<file path="config.mk">
export PLATFORM = sky130hd
export DESIGN_NAME = sign_extend_pipe
export DESIGN_NICKNAME = d
export VERILOG_FILES = /design/src/rtl/sign_extend_pipe.sv
export SDC_FILE = /design/constraint.sdc
export NUM_CORES = 1
export LEC_CHECK = 0
export CAP_MARGIN = 10
export CELL_PAD_IN_SITES_DETAIL_PLACEMENT = 0
export CELL_PAD_IN_SITES_GLOBAL_PLACEMENT = 1
export CORE_ASPECT_RATIO = 1.1
export CORE_MARGIN = 2
export CORE_UTILIZATION = 44
export DETAILED_ROUTE_END_ITERATION = 6
export GPL_ROUTABILITY_DRIVEN = 0
export GPL_TIMING_DRIVEN = 1
export PLACE_DENSITY_LB_ADDON = 0.1
export RECOVER_POWER = 50
export SYNTH_ARGS = -nofsm -noshare
export SYNTH_HDL_FRONTEND = slang
export SYNTH_SLANG_ARGS = --single-unit
</file>
<file path="constraint.sdc">
create_clock -name clk -period 8.5 [get_ports clk]
set_input_delay 1.275 -clock clk [delete_from_list [all_inputs] [get_ports clk]]
set_output_delay 1.275 -clock clk [all_outputs]
set_load 0.1 [all_outputs]
</file>
<file path="src/rtl/sign_extend_pipe.sv">
// sign_extend_pipe: runtime-length sign/zero extender feeding a valid/ready output FIFO
module sign_extend_pipe #(
   parameter int IN_W  = 40,
   parameter int OUT_W = 48,
   parameter int LEN_W = 6,
   parameter int DEPTH = 2
) (
   input  logic             clk,
   input  logic             rst_n,
   input  logic             in_valid,
   output logic             in_ready,
   input  logic [IN_W-1:0]  X,
   input  logic [LEN_W-1:0] Len,
   input  logic             Signed,
   output logic             out_valid,
   input  logic             out_ready,
   output logic [OUT_W-1:0] Y,
   output logic             LenErr,
   output logic [LEN_W-1:0] Count
);
   localparam int PW = DEPTH > 1 ? $clog2(DEPTH) : 1;
   if (IN_W < 2 || OUT_W < IN_W || (1 << LEN_W) <= IN_W || DEPTH < 1 || (1 << LEN_W) <= DEPTH) begin : g_bad_params
      $error("sign_extend_pipe: illegal parameter combination");
   end
   logic [OUT_W:0]   mem_q [DEPTH];
   logic [OUT_W:0]   mem_d [DEPTH];
   logic [OUT_W:0]   head_q, head_d;
   logic [PW-1:0]    wr_q, wr_d, rd_q, rd_d;
   logic [LEN_W-1:0] count_q, count_d;
   logic             ready_q, ready_d;
   logic [LEN_W-1:0] l;
   logic [OUT_W-1:0] x_w, mask, y_entry;
   logic             len_err, sgn, acc, pop;
   assign in_ready  = ready_q;
   assign out_valid = count_q != '0;
   assign Y         = head_q[OUT_W-1:0];
   assign LenErr    = head_q[OUT_W];
   assign Count     = count_q;
   always_comb begin
      len_err = Len == '0 || Len > LEN_W'(IN_W);
      l       = len_err ? LEN_W'(IN_W) : Len;
      x_w     = OUT_W'(X);
      mask    = ~({OUT_W{1'b1}} << l);
      sgn     = Signed & x_w[l - 1'b1];
      y_entry = (x_w & mask) | ({OUT_W{sgn}} & ~mask);
      acc     = in_valid & ready_q;
      pop     = out_valid & out_ready;
      mem_d   = mem_q;
      if (acc) mem_d[wr_q] = {len_err, y_entry};
      wr_d    = acc ? (wr_q == PW'(DEPTH - 1) ? '0 : wr_q + 1'b1) : wr_q;
      rd_d    = pop ? (rd_q == PW'(DEPTH - 1) ? '0 : rd_q + 1'b1) : rd_q;
      count_d = count_q + LEN_W'(acc) - LEN_W'(pop);
      ready_d = count_d < LEN_W'(DEPTH);
      // the head register keeps its old value once the FIFO drains
      head_d  = count_d != '0 ? mem_d[rd_d] : head_q;
   end
   always_ff @(posedge clk) begin
      mem_q <= mem_d;
      if (!rst_n) begin
         wr_q    <= '0;
         rd_q    <= '0;
         count_q <= '0;
         head_q  <= '0;
         ready_q <= 1'b0;
      end else begin
         wr_q    <= wr_d;
         rd_q    <= rd_d;
         count_q <= count_d;
         head_q  <= head_d;
         ready_q <= ready_d;
      end
   end
endmodule

</file>
# Word-level counts from Yosys, hierarchy flattened
# Cells that the tools add are included.
dict set report totals {
  elab_cells 47
  ff_bits 156
}
dict set report classes {
  mux 13
  add_sub_neg 5
  reduce_logical 5
  n_lt_le_gt_ge 6
  bitwise 10
  shifts 1
}
# operator count
set ops {}
lappend ops {{2-to-1 mux 49 bit} 4}
lappend ops {{bitwise mux 98 bit} 1}
lappend ops {{2-to-1 mux 98 bit} 1}
lappend ops {{NOT 48 bit} 2}
lappend ops {{demux 49 bit (select 1 bit)} 1}
lappend ops {{bitwise AND 40 x 48 -> 48 bit} 1}
lappend ops {{bitwise AND 48 bit} 1}
lappend ops {{bitwise OR 48 bit} 1}
lappend ops {{left shift 48 x 6 -> 48 bit, first input constant} 1}
lappend ops {{nonzero test 6 bit} 2}
lappend ops {{less-than comparator 6 x 7 -> 1 bit, second input constant} 1}
lappend ops {{adder 6 x 1 -> 6 bit} 1}
lappend ops {{binary-select mux 1 bit (select 6 bit)} 1}
lappend ops {{greater-than comparator 6 bit, second input constant} 1}
lappend ops {{logical NOT 6 bit} 1}
lappend ops {{less-than comparator 6 x 2 -> 1 bit, second input constant} 1}
lappend ops {{2-to-1 mux 6 bit} 1}
lappend ops {{subtractor 6 x 1 -> 6 bit} 1}
lappend ops {{subtractor 6 x 1 -> 6 bit, second input constant} 1}
lappend ops {{greater-or-equal comparator 2 bit, second input constant} 2}
lappend ops {{2-to-1 mux 1 bit} 4}
lappend ops {{NOT 1 -> 2 bit} 2}
lappend ops {{bitwise AND 1 bit} 3}
lappend ops {{adder 1 bit, second input constant} 2}
lappend ops {{other kinds (3)} 3}

# Logic depth before layout (Yosys ltp)
# Gate-level depths: netlist (run 1).
dict set report logic_depth {
  ltp_word 14
  depth_mapped 19
  mapped_depth_nobuf 17
}

# Least setup slack after synthesis (run 1)
# Ideal clock, no wire load.
dict set report synth_path {
  kind {input -> register}
  start {input port Len[0]}
  end {register head_q[28]}
  arrival_time_ns 5.129
  setup_slack_ns 3.239
  n_path_buf 3
  stages 17
  cell_sequence {or4_1 buf_2 or3_1 and2_1 nand2_1 ha_1 clkbuf_1 o211ai_1 o211ai_1 mux2i_1 a21oi_1 a311o_1 nor3b_2 buf_2 nor2_2 o311ai_0 a21oi_1}
}
dict set report synth_between {
  elab_chain_len 14
  elab_cells_between_ends 19
  cone_classes {add/sub: 1; order compare: 1; shift: 1; mux: 8; bitwise: 6; reduce/logical: 2}
}
# item line_no
set synth_lines {}
lappend synth_lines {{start, declared} 13} ;# input logic [LEN_W-1:0] Len,
lappend synth_lines {{greater-than comparator 6 bit / logical NOT 6 bit (equally long branches)} 40} ;# len_err = Len == '0 || Len > LEN_W'(IN_W);
lappend synth_lines {{logical OR 1 bit} 40}
lappend synth_lines {{2-to-1 mux 6 bit *} 41} ;# l = len_err ? LEN_W'(IN_W) : Len;
lappend synth_lines {{subtractor 6 x 1 -> 6 bit} 44} ;# sgn = Signed & x_w[l - 1'b1];
lappend synth_lines {{binary-select mux 1 bit (select 6 bit)} 44}
lappend synth_lines {{2-to-1 mux 1 bit (not written as such)} 44}
lappend synth_lines {{bitwise AND 1 bit} 44}
lappend synth_lines {{bitwise AND 48 bit} 45} ;# y_entry = (x_w & mask) | ({OUT_W{sgn}} & ~mask);
lappend synth_lines {{bitwise OR 48 bit *} 45}
lappend synth_lines {{bitwise mux 98 bit *} 49} ;# if (acc) mem_d[wr_q] = {len_err, y_entry};
lappend synth_lines {{2-to-1 mux 98 bit *} 49}
lappend synth_lines {{2-to-1 mux 49 bit (not written as such) * (3 in a row)} 55} ;# head_d = count_d != '0 ? mem_d[rd_d] : head_q;
lappend synth_lines {{end signal, assigned} 63} ;# head_q <= '0;
lappend synth_lines {{end signal, assigned} 69} ;# head_q <= head_d;
lappend synth_lines {{end, declared} 27} ;# logic [OUT_W:0] head_q, head_d;
# Mark *: on every way between the ends. The rest lies on a longest branch, timed or not. The select of a mux whose other input is x is not followed.
# A chain may end at the register's enable or synchronous reset.

# Final worst setup path (run 1)
dict set report layout_path {
  start {input port Len[1]}
  end {register head_q[41]}
}
# Same word-level chain as after synthesis.

==> reports/qor.csv, run 1 <==
metric;value;unit
outcome;finished, violations left;
violations;capacitance limit, slew limit;
postSynth.asyncResetShare;0;%
drv_slew;127;
synth_enable_flop_cells;0;
initial_utilization;44.5;%
syn_avg_cell_area;7.78;sq um
synthesis.area;0.00781;sq mm
fin_crit_sh;81.7;%
portBuffers;107;
firstDrtPassIters;5;
leakagePower;4.11;nW
grt_max_degree;86;
fin_ws;1.55;ns
fp-row-count;51;
hold_class;flop to flop;
wl;23.1;mm
viasPerCell;5.59;
setup_viol_count_final;0;
post_synth_inst_count;1004;
hpwl;16.0;mm
antenna_found_initial;0;
fmax;144;MHz
cts_root_buffer;clkbuf_16;
wl_met1;11.3;mm
min_path_cells;2;
pwr-share-comb;49.5;%
tns;0;ns
drive_above_1_share;6.28;%
crit_path_start_kind;input pin;
endpoint_kind;flop;
critPathMaxFanout;17;
cts_resized;0;
synth_seq_area_share;40.0;%
grt_pass1_vias;6806;
multi_input_area;0.00427;sq mm
worst_path_max_delay_cell;o21ai_0;
io_pins;108;
rr_worst_depth;5;
dr_wl_met2;10.2;mm
grt_pass1_wl;37.1;mm
rsz0062_at_grt;no;
grt_use_total;25.6;%
clock_latency;0.43;ns
antenna_left;0;
die_x;131;um
cts_tree;done;
highest_layer;met4;
crit_arrival;7.25;ns
drtIter0Drc;561;
critPathMaxStageDelay;1.16;ns
tightest_slew;3.82;ns
ir_drop;0.191;mV
yosys_register_bits;156;
placed_cell_area;0.00902;sq mm
final_hold_viol_count;0;
area_growth;23.3;%
syn_nets;1065;
worst-path-buf-inv;2;
critPathTopFamily;compound AO/OA/AOI/OAI gates;
crit_type;input pin to flop;
postCtsHoldBufs;0;
die_area;0.0188;sq mm
cts_buffers;17;
ys.warnings.count;0;
wl_met3;990;um
clock_skew;0.00741;ns
post_drt_wl_per_cell;17.5;um
internal_power;1.93;mW
ys_types;68;
path_clk_slew;0.06;ns
antenna_cells;0;
maxCapViolCount;3;
postLayoutCellArea;0.00963;sq mm
switching_share;46.9;%
cts_max_level;4;
ys.flop_type;dfxtp_1;
vias;7382;
dp_slack;1.44;ns
overflow;0;
power_frac_clock;22.0;%
clock_path_buffers;2;
nets;1130;
pwr_density_cell;377;mW/mm^2
fp.dieH;144;um
worstSetupPathDepth;16;
fillers;1735;
worstPathCellList;dlygate4sd3_1 -> or4_1 -> or3_1 -> and2_0 -> nand2_1 -> ha_1 -> mux2i_1 -> a21oi_1 -> a31oi_1 -> o2bb2ai_1 -> a32oi_1 -> o21ai_0 -> nor3_2 -> buf_4 -> a2111oi_0 -> nor2_1;
coreArea;0.0175;sq mm
slew_headroom;-154;%
drc;0;
pwr-share-seq;28.5;%
postCtsSetupBuffers;0;
ff_latch_area;0.00312;sq mm
netSwitchingPower;1.70;mW
worst-endpoint-required;8.81;ns
finalCriticalPeriod;6.95;ns
numClockSinks;156;
per-stage QoR:
stage	instances	util, %	total power, mW	hold slack, ns
3_5_place_dp	1288	51.4	2.89	0.432
6_report	1320	54.9	3.63	0.444
5_1_grt	1320	54.9	3.84	0.463
2_1_floorplan	1004	-	2.46	0.419
3_3_place_gp	1288	51.4	2.88	0.428
4_1_cts	1320	55.0	3.69	0.447
cell usage after synthesis (all sizes together), types with 4 or more instances:
library cell	instances	share of area, %
a2111oi	8	0.90
a211oi	5	0.48
a21o	11	1.1
a21oi	55	3.5
a221oi	9	1.0
a31oi	27	2.2
and2	8	0.64
buf	12	0.79
clkbuf	65	3.1
dfxtp	156	40
ha	9	1.4
inv	34	1.6
mux2i	21	2.7
nand2	131	6.3
nand2b	29	2.3
nand3	21	1.3
nor2	141	6.8
nor2b	5	0.40
nor3	18	1.2
nor4	5	0.40
o211ai	20	1.9
o21a	19	1.8
o21ai	77	5.0
o221ai	19	2.1
o22a	5	0.56
o311a	4	0.51
o311ai	5	0.56
o31ai	19	1.9
or2	9	0.72
or3	4	0.32
xnor2	5	0.56
xor2	4	0.45
routing by layer:
layer	vias to the layer above	GRT usage, %
li1	3714	-
met1	3423	37.5
met2	204	38.2
met3	41	4.17
met4	0	8.68
met5	-	0
cells by family after synthesis:
group	Yosys count	share of synthesized area, %
AOI/OAI and AO/OA	310	26.7
DFF	156	40.0
muxes	23	3.27
xor gates and xnor gates	9	1.01
buffers and inverters	112	5.59
adders and majority gates	10	1.70
and+or+nand+nor	384	21.7
layout by cell type (no fill, tap or decap), drive strengths merged, types with 8 or more instances in the layout:
master and instances:
a2111oi 8, a21o 11, a21oi 55, a221oi 9, a31oi 27, and2 8, buf 14, clkbuf 24
clkdlybuf4s50 47, dfxtp 156, dlygate4sd3 60, ha 9, inv 35, mux2i 21, nand2 131, nand2b 29
nand3 21, nor2 141, nor3 18, o211ai 20, o21a 19, o21ai 77, o221ai 19, o31ai 19
or2 9
area by class of cell:
type                    instances  area share, %
clock buffers                  22           5.03
clock inverters                10           1.42
inverters                      35           1.36
multi-input cells             736           44.4
flip-flops and latches        156           32.4
well taps                     238           3.09
repair buffers                123           12.3
worst reg2reg max path, stage by stage, from the launching register on:
cell and delay (ns):
dfxtp_1 0.35, nand2_1 0.23, or2_2 0.16, clkbuf_1 2.66
a221oi_1 0.55, o221ai_1 0.31
path summary, 6_finish.rpt:
| check | startpoint | endpoint | slack, ns |
|---|---|---|---|
| worst max-delay path | Len[1] | head_q[41]$_SDFFE_PN0P_ | 1.55 |
| worst min-delay path | mem_q[96]$_DFF_P_ | mem_q[96]$_DFF_P_ | 0.44 |
| worst max register to register | in_ready$_SDFF_PN0_ | head_q[33]$_SDFFE_PN0P_ | 4.15 |
| worst min register to register | mem_q[96]$_DFF_P_ | mem_q[96]$_DFF_P_ | 0.44 |
sequential cells by signal, summed over array words and instances (netlist names):
register  cells
mem_q        98
rd_q          1
head_q       49
Count         6
in_ready      1
wr_q          1
power by group through the flow:
stage / clock network (mW) / registers, mW / logic, mW
5_1_grt: 0.843 / 1.06 / 1.94
6_report: 0.797 / 1.04 / 1.80
4_1_cts: 0.810 / 1.04 / 1.84
3_3_place_gp: 0 / 1.05 / 1.83
3_5_place_dp: 0 / 1.06 / 1.83
2_1_floorplan: 0 / 1.75 / 0.705
No activity file was read; power rests on OpenSTA's default activity.
==> run 2: changes to the inputs <==
CORE_UTILIZATION = 41   (was 44)
clock period = 6.5 ns   (was 8.5 ns; I/O delays follow)
==> run 2 against run 1 <==
Sequential share of layout area decreased by 0.28 points. Critical path type unchanged. Critical endpoint is now head_q[29]$_SDFFE_PN0P_. Worst setup slack got worse by 1.0 ns. Power increased by 33%. Design area increased by 0.88%. Worst hold slack improved by 0.0029 ns. Wire length increased by 4.4%. Sequential power increased by 30%. Register-to-register slack got worse by 2.2 ns. The run still ends with capacitance limit, slew limit left. Die area increased by 7.1%. Clock skew increased by 0.0050 ns. Clock power increased by 38%. First-iteration DRC count increased by 0.18%.
==> reports/qor.csv, run 2 (synthesis gave the netlist of run 1 again) <==
metric;value;unit;change
finalCriticalPeriod;5.97;ns;
worst-endpoint-required;6.79;ns;-2.02 ns
wl;24.1;mm;+4.4%
violations;capacitance limit, slew limit;;
crit_path_start_kind;input pin;;
fin_ws;0.531;ns;-1.02 ns
post_drt_wl_per_cell;18.1;um;+3.6%
grt_max_degree;63;;-27%
dp_slack;0.440;ns;-1.00 ns
cts_tree;done;;
fp.dieH;149;um;+3.5%
clock_path_buffers;2;;unchanged
fin_crit_sh;91.8;%;
die_x;136;um;+3.5%
portBuffers;107;;unchanged
hpwl;16.9;mm;+5.5%
regMostFlops;mem_q;;
final_cell_mix;dfxtp_1, nor2_1, nand2_1;;
setup_viol_count_final;0;;unchanged
slew_headroom;-76.8;%;+78 points
multi_input_area;0.00428;sq mm;+0.15%
pwr_density_cell;495;mW/mm^2;+31%
grt_use_total;24.4;%;-1.2 points
critPathMaxFanout;13;;-4
postCtsHoldBufs;0;;unchanged
drc;0;;unchanged
final_common_cell;dfxtp_1;;
hold_ws;0.447;ns;+0.00290 ns
die_area;0.0202;sq mm;+7.1%
cts_root_buffer;clkbuf_16;;
drtIter0Drc;562;;+0.18%
hold_class;flop to flop;;
ff_latch_area;0.00312;sq mm;unchanged
final_util;52.4;%;-2.5 points
leakagePower;4.14;nW;+0.80%
place_inst;1300;;+0.93%
vias;7497;;+1.6%
ir_drop;0.286;mV;+50%
cts_resized;0;;unchanged
viasPerCell;5.63;;+0.72%
firstDrtPassIters;7;;+2
fillers;1839;;+6.0%
fp-row-count;52;;+2.0%
crit_arrival;6.26;ns;-0.99 ns
tns;0;ns;unchanged
grt_pass1_vias;6806;;unchanged
clock_skew;0.0124;ns;+0.00500 ns
largest_reg_flops;98;;unchanged
area_growth;24.4;%;
rsz0062_at_grt;no;;
fin_cells;1331;;+0.83%
drv_slew;150;;+18%
numClockSinks;156;;unchanged
antenna_cells;0;;unchanged
cts_buffers;17;;unchanged
cts_max_level;4;;unchanged
crit_type;input pin to flop;;
drive_above_1_share;6.80;%;+0.52 points
overflow;0;;unchanged
path_clk_slew;0.06;ns;about the same
outcome;finished, violations left;;
clock_latency;0.43;ns;about the same
coreArea;0.0185;sq mm;+5.7%
fmax;168;MHz;
tightest_slew;2.65;ns;-1.16 ns
antenna_left;0;;unchanged
final_hold_viol_count;0;;unchanged
antenna_found_initial;0;;unchanged
io_pins;108;;unchanged
endpoint_kind;flop;;
nets;1137;;+0.62%
maxCapViolCount;3;;unchanged
grt_pass1_wl;38.1;mm;+2.5%
initial_utilization;42.1;%;-2.4 points
postCtsSetupBuffers;0;;unchanged
-- run 2: cell types whose count changed in the layout (fill, tap and decap cells not counted), moves of 2 or more --
cell	change
or2_0	+2
clkinv_2	-3
buf_4	+5
inv_8	+2
-- run 2: final timing paths --
| path | startpoint | to | slack [ns] | depth (start not counted) |
|---|---|---|---|---|
| setup / recovery | Len[0] | head_q[29]$_SDFFE_PN0P_ | 0.53 | 17 |
| hold / removal | mem_q[90]$_DFF_P_ | mem_q[90]$_DFF_P_ | 0.45 | 2 |
| setup reg to reg | in_ready$_SDFF_PN0_ | head_q[48]$_SDFFE_PN0P_ | 1.98 | 6 |
| hold reg to reg | mem_q[90]$_DFF_P_ | mem_q[90]$_DFF_P_ | 0.45 | 2 |
-- run 2: report_power, final --
part / total (mW) / switching, mW / leakage, nW / internal [mW]
combinational: 2.36 / 1.72 / 2.55 / 0.638
clock: 1.10 / 0.416 / 0.317 / 0.679
sequential: 1.35 / 0.114 / 1.27 / 1.24
total: 4.81 / 2.25 / 4.14 / 2.56
-- run 2: stage by stage --
stage / cell area (sq um) / total power, mW
6_report: 9710 / 4.81
5_1_grt: 9710 / 5.07
4_1_cts: 9730 / 4.89
3_5_place_dp: 9090 / 3.79
3_3_place_gp: 9090 / 3.78
2_1_floorplan: 7810 / 3.21
-- run 2: area by class of cell --
class	count	area share [%]
Clock inverter	11	1.87
Timing Repair Buffer	130	12.6
Tap cell	243	3.13
Multi-Input combinational cell	736	44.0
Inverter	35	1.35
Sequential cell	156	32.1
Clock buffer	20	4.80
-- run 2: worst max-delay path: stages --
cell,delay (ns)
dlygate4sd3_1,0.70
nor3_1,0.64
nor2b_1,0.15
o21ai_0,0.28
and2_0,0.24
nand2_1,0.08
ha_1,0.34
nand2b_1,0.20
o211ai_1,0.54
mux2i_1,0.26
a21oi_1,0.10
a311o_1,0.31
nor3b_4,0.34
clkbuf_1,0.30
nor2_2,0.17
o311ai_0,0.50
a21oi_1,0.13
-- run 2: layer usage --
| metal | global-route usage, % | wire length, um |
|---|---|---|
| met1 | 35.6 | 11800 |
| met2 | 35.8 | 10200 |
| met3 | 4.49 | 1360 |
| met4 | 9.27 | 809 |
| met5 | 0 | 0 |
